<file path="config.mk">
export PLATFORM = sky130hd
export DESIGN_NAME = frame_wr_dma
export DESIGN_NICKNAME = d
export VERILOG_FILES = /design/src/rtl/frame_wr_dma.sv
export SDC_FILE = /design/constraint.sdc
export NUM_CORES = 2
export LEC_CHECK = 0
export ABC_AREA = 0
export BUFFER_PORTS_ARGS = -buffer_cell sky130_fd_sc_hd__clkbuf_2
export CAP_MARGIN = 25
export CELL_PAD_IN_SITES_DETAIL_PLACEMENT = 0
export CELL_PAD_IN_SITES_GLOBAL_PLACEMENT = 1
export CORE_MARGIN = 1
export CORE_UTILIZATION = 60
export CTS_CLUSTER_DIAMETER = 40
export DETAILED_ROUTE_END_ITERATION = 8
export HOLD_SLACK_MARGIN = 0.03
export PLACE_DENSITY = 0.9
export REMOVE_ABC_BUFFERS = 1
export SKIP_LAST_GASP = 1
export SYNTH_ARGS = -nofsm -noshare
export SYNTH_HDL_FRONTEND = slang
export SYNTH_SLANG_ARGS = --single-unit
</file>
<file path="constraint.sdc">
create_clock -name clk -period 25.7 [get_ports clk]
set_input_delay 5.14 -clock clk [delete_from_list [all_inputs] [get_ports clk]]
set_output_delay 5.14 -clock clk [all_outputs]
set_load 0.1 [all_outputs]
</file>
<file path="src/rtl/frame_wr_dma.sv">
// Camera-to-DDR3 frame writer: packs RGB565 pixels into 128-bit words, queues them
// in a word FIFO and issues fixed-length write bursts into a triple frame buffer.
module frame_wr_dma #(
  parameter int unsigned           ADDR_WIDTH   = 28,
  parameter int unsigned           DATA_WIDTH   = 128,
  parameter int unsigned           BURST_LEN    = 16,
  parameter int unsigned           FIFO_DEPTH   = 32,
  parameter logic [ADDR_WIDTH-1:0] FRAME_STRIDE = 'h0200000
) (
  input  logic                  clk,
  input  logic                  rst,
  input  logic                  frame_start,
  input  logic                  pix_valid,
  input  logic [15:0]           pix_data,
  input  logic                  init_calib_complete,
  input  logic                  cmd_ready,
  output logic [2:0]            cmd,
  output logic                  cmd_en,
  output logic [ADDR_WIDTH-1:0] addr,
  output logic [5:0]            app_burst_number,
  input  logic                  wr_data_rdy,
  output logic                  wr_data_en,
  output logic [DATA_WIDTH-1:0] wr_data,
  output logic                  wr_data_end,
  output logic [15:0]           wr_data_mask,
  output logic                  frame_done,
  output logic [1:0]            last_frame_idx,
  output logic                  overflow
);

  localparam int unsigned PIX_PER_WORD = DATA_WIDTH / 16;
  localparam int unsigned PW = $clog2(PIX_PER_WORD);
  localparam int unsigned FW = $clog2(FIFO_DEPTH);
  localparam int unsigned BW = $clog2(BURST_LEN);
  localparam logic [ADDR_WIDTH-1:0] ADDR_STEP = ADDR_WIDTH'(BURST_LEN * 8);

  typedef enum logic [1:0] {S_IDLE, S_CMD, S_DATA} state_t;
  state_t state, state_nxt;

  logic                  pend, started;
  logic [PW-1:0]         pack_cnt;
  logic [DATA_WIDTH-1:0] pack_word, push_word, word_nxt;
  logic                  push_pend;
  logic [DATA_WIDTH-1:0] mem [FIFO_DEPTH];
  logic [FW-1:0]         wr_ptr, rd_ptr;
  logic [FW:0]           fifo_cnt;
  logic [BW-1:0]         beat_cnt;
  logic [1:0]            idx, idx_nxt;
  logic [ADDR_WIDTH-1:0] base_addr, base_nxt, cur_addr, addr_inc;
  logic                  do_switch, pix_take, pack_full, fifo_full, fifo_push, fifo_pop;

  assign do_switch = pend && (state == S_IDLE);
  assign pix_take  = pix_valid && !pend && !frame_start;
  assign pack_full = pix_take && (pack_cnt == PW'(PIX_PER_WORD - 1));
  assign fifo_full = (fifo_cnt == (FW+1)'(FIFO_DEPTH));
  // A flush in the same cycle as a staged push wins: the word belongs to the old frame.
  assign fifo_push = push_pend && !do_switch && !fifo_full;
  assign fifo_pop  = wr_data_en;

  assign idx_nxt  = (idx == 2'd2) ? 2'd0 : idx + 2'd1;
  assign addr_inc = cur_addr + ADDR_STEP;

  always_comb begin
    word_nxt = pack_word;
    word_nxt[16*pack_cnt +: 16] = pix_data;
  end

  always_comb begin
    case (idx_nxt)
      2'd0:    base_nxt = '0;
      2'd1:    base_nxt = FRAME_STRIDE;
      default: base_nxt = FRAME_STRIDE << 1;
    endcase
  end

  always_ff @(posedge clk or posedge rst) begin
    if (rst) begin
      pack_cnt  <= '0;
      pack_word <= '0;
      push_word <= '0;
      push_pend <= 1'b0;
    end else begin
      push_pend <= pack_full;
      if (pack_full) push_word <= word_nxt;
      if (do_switch) begin
        pack_cnt <= '0;
      end else if (pix_take) begin
        pack_word <= word_nxt;
        pack_cnt  <= pack_cnt + PW'(1);
      end
    end
  end

  always_ff @(posedge clk) begin
    if (fifo_push) mem[wr_ptr] <= push_word;
  end

  always_ff @(posedge clk or posedge rst) begin
    if (rst) begin
      wr_ptr   <= '0;
      rd_ptr   <= '0;
      fifo_cnt <= '0;
    end else if (do_switch) begin
      wr_ptr   <= '0;
      rd_ptr   <= '0;
      fifo_cnt <= '0;
    end else begin
      if (fifo_push) wr_ptr <= wr_ptr + FW'(1);
      if (fifo_pop)  rd_ptr <= rd_ptr + FW'(1);
      case ({fifo_push, fifo_pop})
        2'b10:   fifo_cnt <= fifo_cnt + (FW+1)'(1);
        2'b01:   fifo_cnt <= fifo_cnt - (FW+1)'(1);
        default: fifo_cnt <= fifo_cnt;
      endcase
    end
  end

  always_ff @(posedge clk or posedge rst) begin
    if (rst) begin
      state    <= S_IDLE;
      beat_cnt <= '0;
    end else begin
      state <= state_nxt;
      if (wr_data_en) beat_cnt <= wr_data_end ? '0 : beat_cnt + BW'(1);
    end
  end

  always_comb begin
    state_nxt   = state;
    cmd_en      = 1'b0;
    wr_data_en  = 1'b0;
    wr_data_end = 1'b0;
    case (state)
      S_IDLE:
        if (!pend && init_calib_complete && (fifo_cnt >= (FW+1)'(BURST_LEN)))
          state_nxt = S_CMD;
      S_CMD: begin
        cmd_en = 1'b1;
        if (cmd_ready) state_nxt = S_DATA;
      end
      S_DATA: begin
        wr_data_en  = wr_data_rdy;
        wr_data_end = wr_data_rdy && (beat_cnt == BW'(BURST_LEN - 1));
        if (wr_data_end) state_nxt = S_IDLE;
      end
      default: state_nxt = S_IDLE;
    endcase
  end

  assign cmd              = 3'b000;
  assign addr             = cur_addr;
  assign wr_data          = mem[rd_ptr];
  assign app_burst_number = 6'(BURST_LEN - 1);
  assign wr_data_mask     = '0;

  // The first switch after reset only opens buffer 0; later switches close idx and move on.
  always_ff @(posedge clk or posedge rst) begin
    if (rst) begin
      pend           <= 1'b0;
      started        <= 1'b0;
      idx            <= '0;
      last_frame_idx <= '0;
      base_addr      <= '0;
      cur_addr       <= '0;
      frame_done     <= 1'b0;
      overflow       <= 1'b0;
    end else begin
      frame_done <= 1'b0;
      if (frame_start)    pend <= 1'b1;
      else if (do_switch) pend <= 1'b0;
      if (do_switch) begin
        started  <= 1'b1;
        overflow <= 1'b0;
        if (started) begin
          last_frame_idx <= idx;
          idx            <= idx_nxt;
          base_addr      <= base_nxt;
          cur_addr       <= base_nxt;
          frame_done     <= 1'b1;
        end else begin
          cur_addr <= base_addr;
        end
      end else begin
        if (push_pend && fifo_full) overflow <= 1'b1;
        if (wr_data_end)
          cur_addr <= ((addr_inc - base_addr) >= FRAME_STRIDE) ? base_addr : addr_inc;
      end
    end
  end

endmodule

</file>
# After elaboration in Yosys (flattened, before gate mapping)
# Memory sizes are Yosys's and may differ from the RTL's.
# Index checks and enable logic that the tools add are counted.
# classes
n_shift	2
magnitude_cmp	2
reduce_logical	26
add_sub_neg	10
mux	31
n_bitwise	1
n_eq_ne	12
# op_table
cell	count
bitwise mux 128 bit	1
variable shift 16 x 34 -> 128 bit, first input constant	1
variable part select 16 x 34 -> 128 bit	1
2-to-1 mux 28 bit	4
one-hot mux 23 bit (2 select lines)	1
negator 7 -> 34 bit	1
adder 28 x 8 -> 28 bit, second input constant	1
>= comparator 28 x 22 -> 1 bit, second input constant	1
subtractor 28 bit	1
2-to-1 mux 5 bit	4
one-hot mux 6 bit (2 select lines)	1
nonzero test 2 bit	6
2-to-1 mux 1 bit	11
adder 5 x 1 -> 5 bit, second input constant	2
logical AND 1 bit	10
2-to-1 mux 2 bit	4
adder 6 x 1 -> 6 bit, second input constant	1
== test 2 x 1 -> 1 bit, second input constant	3
== test 2 bit, second input constant	3
== test 6 bit, second input constant	1
>= comparator 6 x 5 -> 1 bit, second input constant	1
2-to-1 mux 3 bit	2
2-to-1 mux 6 bit	1
one-hot mux 2 bit (3 select lines)	1
15 further kinds	21
# word_totals
in_bits	23
wordCells	102
output_inout_bits	188
mem_bits_rw	4096
mem_count	1
register_bits	346
# mem_list
memory	words	word_bits	read_ports	rd_ports_with_merged_regs	write_ports	line	text
mem	32	128	1	0	1	44	logic [DATA_WIDTH-1:0] mem [FIFO_DEPTH];

# Logic depth before layout (Yosys ltp)
# depth
depth_word	8
depth_mapped	20
mapped_depth_nobuf	18

# Least setup slack after synthesis
# No wires, ideal clock.
# synth_timing
kind	input -> output
start	in wr_data_rdy
end	out wr_data_en
arrival_ns	6.516
setup_slack_ns	14.044
cell_stages	3
path_buffers	1
path_cell_list	nand2_1 -> nor2_1 -> clkbuf_1
# synth_between
elab_chain_cells	1
# synth_rtl
element	line	text
from (decl)	21	input logic wr_data_rdy,
2-to-1 mux 1 bit	133	case (state)
to (decl)	22	output logic wr_data_en,
# No other way between the ends.

# Worst setup path in the final report
# layout_timing
start	reg rd_ptr[0]
end	out wr_data[125]
# layout_between
elab_chain_cells	1
# layout_rtl
element	line	text
from (decl)	45	logic [FW-1:0] wr_ptr, rd_ptr;
from (signal assigned)	109	if (fifo_pop) rd_ptr <= rd_ptr + FW'(1);
memory read (32 x 128 bit)	n/a	
to (decl)	23	output logic [DATA_WIDTH-1:0] wr_data,
# No other way between the ends.

==> impl_metrics.ini <==
[status]
status = finished, violations left
violations = design-rule violations

[power_and_ir_drop]
p_leak_nw = 49.1
power_w = 0.0151
powerDensity_nw_per_um2 = 77.9
vdd_drop_max_v = 0.0000681

[critical_path]
startpoint_type = flip-flop
required_ns = 20.56
arrival_ns = 8.19
end_kind = output pin
cpMaxStageDelayCell = dfrtp_4
cp_cell_sequence = buf_12 > buf_4 > buf_4 > buf_4 > buf_4 > buf_16 > mux4_2 > mux4_2 > mux2_2 > clkbuf_2
worstRegToRegCells = 16
path_class = reg2out
crit_fanout = 105
cp_common_cell = buf_4
r2r_slack_ns = 20.23
cp_num_buf_inv = 7
startpoint = rd_ptr[0]$_DFFE_PP0P_
crit_cells = 10
critPathTopFamily = buffers and inverters
r2r-end = addr[27]$_DFFE_PP0P_
rr_startpoint = addr[8]$_DFFE_PP0P_
crit_path_max_incr_delay_ns = 1.00

[clock_network]
cts_tree = built
postCtsSetupBuffers = 0
cts_root_buf = clkbuf_16
htree_levels = 5
clk_pin_slew_ns = 0.06
clock_latency_ns = 1.00
clk_path_buf_depth = 4
cts-buffers-inserted = 466
cts_sinks = 4442
cts_resized = 0
hold_buffers = 0

[placed_design]
routabilityCongestion = 0.821
dp_hpwl_mm = 211
placed_cells_incl_taps = 11300
preCtsSetupSlack_ns = 13.11
numPortBuffers = 185

[synth]
synthAdderAreaFrac = 0.00342
synth_top_family_by_area = multiplexers
synthesis.area_um2 = 171000
ys_ff_latch = 4442
synth_edf_count = 4096
synth-compound-area-share = 0.0150
synth-simple-area-share = 0.0168
synthArstFlopShare = 0.0779
synth-main-ff-cell = edfxtp_1
synth_cell_types = 60
syn_inst = 7596
synthMuxAreaShare = 0.181
synth_warnings = 0
syn_area_per_cell_um2 = 22.5
seq_area_frac_synth = 0.771
synthXorXnorAreaFrac = 0.00174

[timing]
worst_slew_pin_slew_ns = 1.25
post-route-period-util = 0.519
rsz0062_at_grt = false
fin_ws_ns = 12.37
fin_skew_ns = 0.0748
setup_viol = 0
post-route-min-period_ns = 13.33
slew_viol_final = 0
hold_slack_ns = 0.454
fmax_ghz = 0.0750
tns_ns = 0
slew_headroom = 0.168
finalHoldViolCount = 0

[die]
rows = 195
die_w_um = 535
core_area_um2 = 283000
die_area_um2 = 287000
die_h_um = 535
io_pins = 211
start_util = 0.604

[grt]
grt_pass1_vias = 92400
grt_usage = 0.351
antenna_found_initial = 25
grt_pass1_wl_mm = 699
overflow = 0
grt_max_degree = 185

[routing]
avgRoutedWirePerCell_um = 43.3
first_pass_iters = 9
viasPerCell = 7.53
vias = 91900
drc = 11
finalWirelength_mm = 529
ant_nets = 0
dr.first_iter.drc_count = 18300

[cells_and_area]
fill_cells = 15400
multi_input_area_um2 = 37500
area_growth_pct = 13.3
drive_above_1_share = 0.311
finalNonFillerCells = 12200
register_area_um2 = 132000
fin_nets = 8106

[hold_path]
min_from = base_addr[8]$_DFFE_PP0P_
hold_depth = 1
min_to = addr[8]$_DFFE_PP0P_
hp-class = reg2reg

[flow_run]
maxCapViolCount = 0
[Yosys cell counts, types with 9 or more instances]
library cell,number,area share
edfxtp_1,4096,0.72
xnor2_1,22,0.0011
a21o_1,23,0.0010
dfrtp_1,346,0.051
mux2i_1,10,0.00059
buf_4,26,0.0011
and3_1,15,0.00055
nand4_1,14,0.00051
buf_2,9,0.00026
nor2_1,329,0.0072
buf_1,81,0.0018
mux4_2,1280,0.17
nand3_1,25,0.00073
inv_1,38,0.00084
a21oi_1,228,0.0067
clkbuf_1,307,0.0068
xor2_1,12,0.00062
ha_1,45,0.0033
o21ai_0,123,0.0036
nand2_1,250,0.0055
a31oi_1,36,0.0013
a22o_1,12,0.00062
mux2_2,172,0.011
[how the worst max path moves through the flow]
stage / endpoint / slack [ns]
floorplan: wr_data[102] / -20.35
global placement: wr_data_end / 13.13
detailed placement: wr_data[125] / 13.11
CTS: wr_data[125] / 11.93
global route: wr_data[125] / 11.81
finish: wr_data[125] / 12.37
[power breakdown]
group          leakage [nW]  total, W  internal, W  switching [W]
combinational          8.47  0.000191    0.0000521       0.000139
sequential             33.0   0.00781      0.00779      0.0000172
clock                  7.64   0.00707      0.00396        0.00311
total                  49.1    0.0151       0.0118        0.00326
[state kept, by name, indices dropped and copies added, names as in the netlist]
| name | count |
|---|---|
| push_pend | 1 |
| fifo_cnt | 6 |
| addr | 28 |
| idx | 2 |
| pack_word | 128 |
| wr_ptr | 5 |
| last_frame_idx | 2 |
| frame_done | 1 |
| pend | 1 |
| overflow | 1 |
| pack_cnt | 3 |
| push_word | 128 |
| started | 1 |
| base_addr | 28 |
| mem | 4096 |
| state | 2 |
| rd_ptr | 5 |
| beat_cnt | 4 |
[cell families (layout without fill, tap and decap cells)]
group / count (synthesis) / in the layout
buffers and inverters: 465 / 1291
muxes: 1462 / 1462
DFF: 4442 / 4442
adders and majority gates: 46 / 46
other: 2 / 44
AOI/OAI and AO/OA: 459 / 459
xor gates and xnor gates: 34 / 34
and+or+nand+nor: 686 / 686
[metrics by stage]
step            util  area (um2)
2_1_floorplan      -      169000
3_3_place_gp   0.625      176000
3_5_place_dp   0.625      177000
4_1_cts        0.681      192000
5_1_grt        0.684      193000
6_report       0.684      193000
[layout make-up]
cell class	count	area share
timing repair buffer	373	0.0177
clock buffer	586	0.0647
inverter	42	0.000854
multi-input combinational	2712	0.194
antenna	19	0.000246
clock inverter	290	0.0170
sequential	4442	0.681
tap	3743	0.0242
[worst reg2reg max path, stage by stage, from the launching register on]
cell and delay, ns:
dfrtp_1 0.46, ha_1 0.27, and3_1 0.36, and3_1 0.30, nand4_1 0.13, xnor2_1 0.17
ha_1 0.36, nand4_2 0.19, nor4_2 0.39, o2111ai_1 0.17, a31oi_1 0.31, o21ai_0 0.12
a221oi_1 0.27, nand4_1 0.61, nor2_2 0.92, and3b_1 0.26, a211o_1 0.09
[metal layers]
layer  GRT usage  vias up  routed length, um
met3      0.0856     2560              79400
met2       0.558    10400             249000
li1            -    32700                  -
met5           0        -                295
met4       0.191       14              41300
met1       0.453    46200             159000
[cells in the final DEF, fill, tap and decap left out, types with 13 or more instances in the layout]
master,instances
inv_1,37
clkbuf_1,85
dfrtp_1,341
mux2_2,172
nand2_1,250
a21o_1,23
nand4_1,14
clkinv_2,72
clkbuf_2,185
clkinv_1,48
nor2_1,297
clkinv_8,13
diode_2,19
a31oi_1,36
bufinv_16,46
conb_1,25
nor2_4,33
buf_16,32
clkinvlp_4,36
mux4_2,1280
clkbuf_16,470
a21oi_1,228
clkbuf_8,31
inv_8,19
and3_1,15
buf_4,114
clkinv_4,22
o21ai_0,123
ha_1,45
buf_12,32
inv_6,30
nand3_1,25
xnor2_1,22
edfxtp_1,4096
Power figures use the tool's default switching activity.
